==> config.mk <==
export PLATFORM = sky130hd
export DESIGN_NAME = irq_controller
export DESIGN_NICKNAME = d
export VERILOG_FILES = /design/src/rtl/irq_controller.sv
export SDC_FILE = /design/constraint.sdc
export NUM_CORES = 1
export LEC_CHECK = 0
export ABC_CLOCK_PERIOD_IN_PS = 1800
export CAP_MARGIN = 20
export CORE_MARGIN = 1.5
export CORE_UTILIZATION = 32
export DETAILED_ROUTE_END_ITERATION = 8
export GPL_ROUTABILITY_DRIVEN = 0
export PLACE_DENSITY = 0.92
export SLEW_MARGIN = 15
export SYNTH_ARGS = -nofsm -noshare
export SYNTH_HDL_FRONTEND = slang
export SYNTH_SLANG_ARGS = --single-unit
==> constraint.sdc <==
create_clock -name clk -period 1.8 [get_ports clk]
set_input_delay 0.27 -clock clk [delete_from_list [all_inputs] [get_ports clk]]
set_output_delay 0.27 -clock clk [all_outputs]
set_load 0.02 [all_outputs]
==> src/rtl/irq_controller.sv <==
// irq_controller: edge-detects sources, latches pending, masks, prioritises and sequences one CPU IRQ
// Ports: clk/reset (async, active-high); rd/wr/addr/wdata/rdata bus slave at BASE..BASE+0x0C;
//        src_irq raw source levels; supervisor = PC[31]; irqout request to CPU; in_service while serviced.
module irq_controller #(
   parameter int          NSRC = 4,
   parameter logic [31:0] BASE = 32'h40000030
) (
   input  logic            clk,
   input  logic            reset,
   input  logic            rd,
   input  logic            wr,
   input  logic [31:0]     addr,
   input  logic [31:0]     wdata,
   output logic [31:0]     rdata,
   input  logic [NSRC-1:0] src_irq,
   input  logic            supervisor,
   output logic            irqout,
   output logic            in_service
);
   typedef enum logic [1:0] {IDLE, REQ, SERVICE} state_t;
   state_t state_q, state_d;
   logic [NSRC-1:0] pending_q, pending_d, mask_q, mask_d, src_prev_q;
   logic [NSRC-1:0] active, rise, w1c, sel_oh;
   logic [2:0] cause_id_q, cause_id_d, sel;
   logic irqout_q, irqout_d, in_service_q, in_service_d, sup_prev_q;
   logic in_win, wr_hit, ack, go_svc;
   logic unused_ok;
   assign unused_ok = ^{addr[1:0], wdata};
   assign in_win = addr[31:4] == BASE[31:4];
   assign wr_hit = wr && in_win;
   assign ack    = wr_hit && addr[3:2] == 2'd3;
   assign w1c    = (wr_hit && addr[3:2] == 2'd0) ? wdata[NSRC-1:0] : '0;
   assign rise   = src_irq & ~src_prev_q;
   assign active = pending_q & mask_q;
   assign sel_oh = active & (~active + 1'b1);
   always_comb begin
      sel = '0;
      for (int i = NSRC - 1; i >= 0; i--)
         if (active[i]) sel = 3'(i);
   end
   always_comb begin
      state_d      = state_q;
      irqout_d     = irqout_q;
      in_service_d = in_service_q;
      cause_id_d   = cause_id_q;
      go_svc       = 1'b0;
      case (state_q)
         IDLE:
            if (|active && !supervisor) begin
               state_d  = REQ;
               irqout_d = 1'b1;
            end
         REQ:
            if (!(|active)) begin
               state_d  = IDLE;
               irqout_d = 1'b0;
            end else if (supervisor && !sup_prev_q) begin
               state_d      = SERVICE;
               irqout_d     = 1'b0;
               in_service_d = 1'b1;
               cause_id_d   = sel;
               go_svc       = 1'b1;
            end
         SERVICE:
            if (ack) begin
               state_d      = IDLE;
               in_service_d = 1'b0;
            end
         default: state_d = IDLE;
      endcase
   end
   // A rising source always wins over a same-edge software or service clear.
   assign pending_d = (pending_q & ~w1c & ~(go_svc ? sel_oh : '0)) | rise;
   assign mask_d    = (wr_hit && addr[3:2] == 2'd1) ? wdata[NSRC-1:0] : mask_q;
   always_ff @(posedge clk or posedge reset) begin
      if (reset) begin
         state_q      <= IDLE;
         pending_q    <= '0;
         mask_q       <= '0;
         src_prev_q   <= '0;
         cause_id_q   <= '0;
         irqout_q     <= 1'b0;
         in_service_q <= 1'b0;
         sup_prev_q   <= 1'b0;
      end else begin
         state_q      <= state_d;
         pending_q    <= pending_d;
         mask_q       <= mask_d;
         src_prev_q   <= src_irq;
         cause_id_q   <= cause_id_d;
         irqout_q     <= irqout_d;
         in_service_q <= in_service_d;
         sup_prev_q   <= supervisor;
      end
   end
   assign irqout     = irqout_q;
   assign in_service = in_service_q;
   assign rdata = !(rd && in_win)  ? 32'd0 :
                  addr[3:2] == 2'd0 ? 32'(pending_q) :
                  addr[3:2] == 2'd1 ? 32'(mask_q) :
                  addr[3:2] == 2'd2 ? {in_service_q, 28'd0, cause_id_q} : 32'd0;
endmodule

==> results.yml, run 1 <==
yosys:
  synth_largest_area_cell: "dfrtp_1"
  synth_ff_type: "dfrtp_1"
  async_flop_share: 1.00
  synthCells: 135
  synth_area_per_cell_um2: 9.19
  ys_ff_latch: 19
  yosys-top-cells-count: "27 x buf_4, 19 x dfrtp_1, 13 x nand2_1"
  yosysMostFrequentCell: "buf_4"
  netlist_area_um2: 1240
  synth_top_area_frac: 0.383
  yosys_warnings: 0
  yosysUniqueCellTypes: 31
  ys_seq_area_frac: 0.383
  synth_enable_flop_cells: 0
  synthTopCellsByArea: "dfrtp_1 38%, buf_4 16%, nand2_1 3.9%"
route:
  post-route-drc-count: 0
  routed_wl_mm: 3.22
  avgRoutedWirePerCell_um: 12.9
  drt_iter0_drc: 27
  num_vias: 1173
  antenna_left: 0
  dr.pass1.iters: 5
  post_drt_via_cell_ratio: 4.69
critical_path:
  r2r_start: "pending_q[1]$_DFF_PP0_"
  worstPathRequired_ns: 1.53
  crit_type: "input pin to output port"
  cp-end-kind: "output port"
  cp.arrival_ns: 1.60
  path_max_fanout: 5
  startpoint: "addr[18]"
  start_kind: "input pin"
pwr:
  ir_worst_vdd_v: 0.000477
  p_sw_frac: 0.273
  power_density_nw_per_um2: 492
  p_int_mw: 0.682
  power.leakage_nw: 0.923
  p_sw_mw: 0.256
  comb_power_share: 0.222
  power_frac_clock: 0.315
  sequentialPowerShare: 0.464
placed_design:
  placed_cell_area_um2: 1810
  post-dp-hpwl_mm: 2.48
  io_buffers: 49
  dp_slack_ns: -0.997
  placedCellCount: 245
sta:
  rsz0062_at_grt: "yes"
  finalMaxSlewViolations: 0
  setup_viol: 2
  fin_crit_sh: 1.04
  fin_crit_ns: 1.87
  fin_skew_ns: 0.00349
  max_freq_ghz: 0.534
  final-hold-violation-count: 0
  setup_slack_ns: -0.0731
die:
  die_y_um: 65.3
  start_util: 0.336
  die_w_um: 65.3
  fp-row-count: 22
  die_area_um2: 4260
  ioPinCount: 107
  core_area_um2: 3690
cells_and_area:
  fin_area_um2: 1900
  final_nets: 276
  drive_gt1_frac: 0.332
  instances_no_fill: 250
  area_growth_pct: 53.4
  final_util: 0.516
  n_antenna_cell: 0
global_route:
  grt_pass1_wl_mm: 5.02
  grt_overflow: 0
  grt_max_degree: 20
  antenna_found_initial: 0
  grt_usage: 0.158
  grt_pass1_vias: 1073
clocking:
  htreeDepth: 1
  clk_path_buf_depth: 2
  clkTransAtPathRegs_ns: 0.07
  cts_root_buf: "clkbuf_8"
  clk_latency_ns: 0.26
  cts_made_buffers: 3
  cts_tree: "yes"
  ctsHoldBuffers: 0
  clock_sinks: 19
outcome:
  violations: "setup timing"
  outcome: "finished, violations left"
job:
  maxCapViolations: 0
worst_hold_path:
  min_path_type: "input pin to async pin"
-- final timing paths --
path | slack (ns) | cells past startpoint | end
worst max-delay path | -0.07 | 7 | rdata[2]
worst min-delay path | 0.32 | 3 | mask_q[3]$_DFFE_PP0P_
worst max register to register | 0.29 | 5 | irqout$_DFFE_PP0P_
worst min register to register | 0.47 | 1 | pending_q[0]$_DFF_PP0_
max in group asynchronous | 1.28 | 3 | irqout$_DFFE_PP0P_
min in group clk | 0.47 | 1 | src_prev_q[0]$_DFF_PP0_
-- kinds of logic after synthesis --
family / Yosys count / synth area share
other cells: 1 / 0.00302
mux: 8 / 0.0685
flops: 19 / 0.383
compound gates: 22 / 0.119
simple gates: 48 / 0.233
buf+inv: 37 / 0.194
-- sequential cells by signal, indices dropped and copies added, names as in the netlist --
register,count
pending_q,4
state_q,2
sup_prev_q,1
irqout,1
in_service,1
src_prev_q,4
mask_q,4
cause_id_q,2
-- per-stage QoR --
stage / power, mW / setup TNS (ns) / hold slack (ns)
2_1_floorplan: 0.571 / -0.183 / 0.221
3_3_place_gp: 0.641 / -7.08 / 0.455
3_5_place_dp: 0.643 / -7.83 / 0.475
4_1_cts: 0.945 / -0.123 / 0.325
5_1_grt: 0.987 / -0.421 / 0.390
6_report: 0.937 / -0.0833 / 0.320
-- cells in the final DEF, fill, tap and decap left out, drive strengths merged, types with 4 or more instances in the layout --
cell / synthesis / final
conb: 1 / 27
inv: 7 / 7
buf: 27 / 44
mux2i: 4 / 4
dfrtp: 19 / 19
clkbuf: 3 / 4
nor2b: 4 / 4
nor2: 8 / 8
clkdlybuf4s15: 0 / 5
mux2: 4 / 4
nor3: 4 / 4
nor4: 6 / 6
nand3: 4 / 4
nand2: 13 / 13
clkdlybuf4s50: 0 / 15
a21oi: 9 / 9
-- per-layer routing --
layer | vias to the layer above | track usage | part of all wire
li1 | 560 | - | -
met1 | 539 | 0.175 | 0.36
met2 | 69 | 0.279 | 0.50
met3 | 5 | 0.0445 | 0.12
met4 | 0 | 0.0703 | 0.018
met5 | - | 0 | 0
-- power by group through the flow --
stage | clock network [mW] | registers, mW | logic, mW
floorplan | 0 | 0.442 | 0.129
detailed placement | 0 | 0.443 | 0.201
global route | 0.329 | 0.435 | 0.223
CTS | 0.307 | 0.434 | 0.204
finish | 0.295 | 0.435 | 0.208
global placement | 0 | 0.442 | 0.199
-- critical path: stages --
cell and delay (ns):
buf_2 0.11, nor4_4 0.25, buf_4 0.15, nand2_2 0.05
or3_4 0.42, nor3_4 0.20, buf_6 0.14
-- cell type report --
class                      instances  area, um2
fill                             353       1780
clock buffer                       3       41.3
multi-input combinational        105        734
sequential                        19        475
clock inverter                     1       5.00
tap                               48       60.1
inverter                           7       26.3
timing repair buffer              67        562
-- repair_timing --
action	CTS	global route
setup buffers	1	0
gates resized for setup	137	7
pin swaps	13	7
setup endpoints to repair	10	5
(Power assumes the default switching activity.)
==> inputs of run 2 (changes only) <==
--- a/config.mk
+++ b/config.mk
@@ -12,7 +12,7 @@
 export DETAILED_ROUTE_END_ITERATION = 8
 export GPL_ROUTABILITY_DRIVEN = 0
 export PLACE_DENSITY = 0.92
-export SLEW_MARGIN = 15
+export SLEW_MARGIN = 0
 export SYNTH_ARGS = -nofsm -noshare
 export SYNTH_HDL_FRONTEND = slang
 export SYNTH_SLANG_ARGS = --single-unit
==> results of run 2 <==
Final layout, timing and power as in run 1 (identical DEF).
==> inputs of run 3 (changes only) <==
--- a/config.mk
+++ b/config.mk
@@ -11,6 +11,7 @@
 export CORE_UTILIZATION = 32
 export DETAILED_ROUTE_END_ITERATION = 8
 export GPL_ROUTABILITY_DRIVEN = 0
+export GPL_TIMING_DRIVEN = 1
 export PLACE_DENSITY = 0.92
 export SLEW_MARGIN = 0
 export SYNTH_ARGS = -nofsm -noshare
==> results of run 3 <==
Final layout, timing and power as in run 1 (identical DEF).
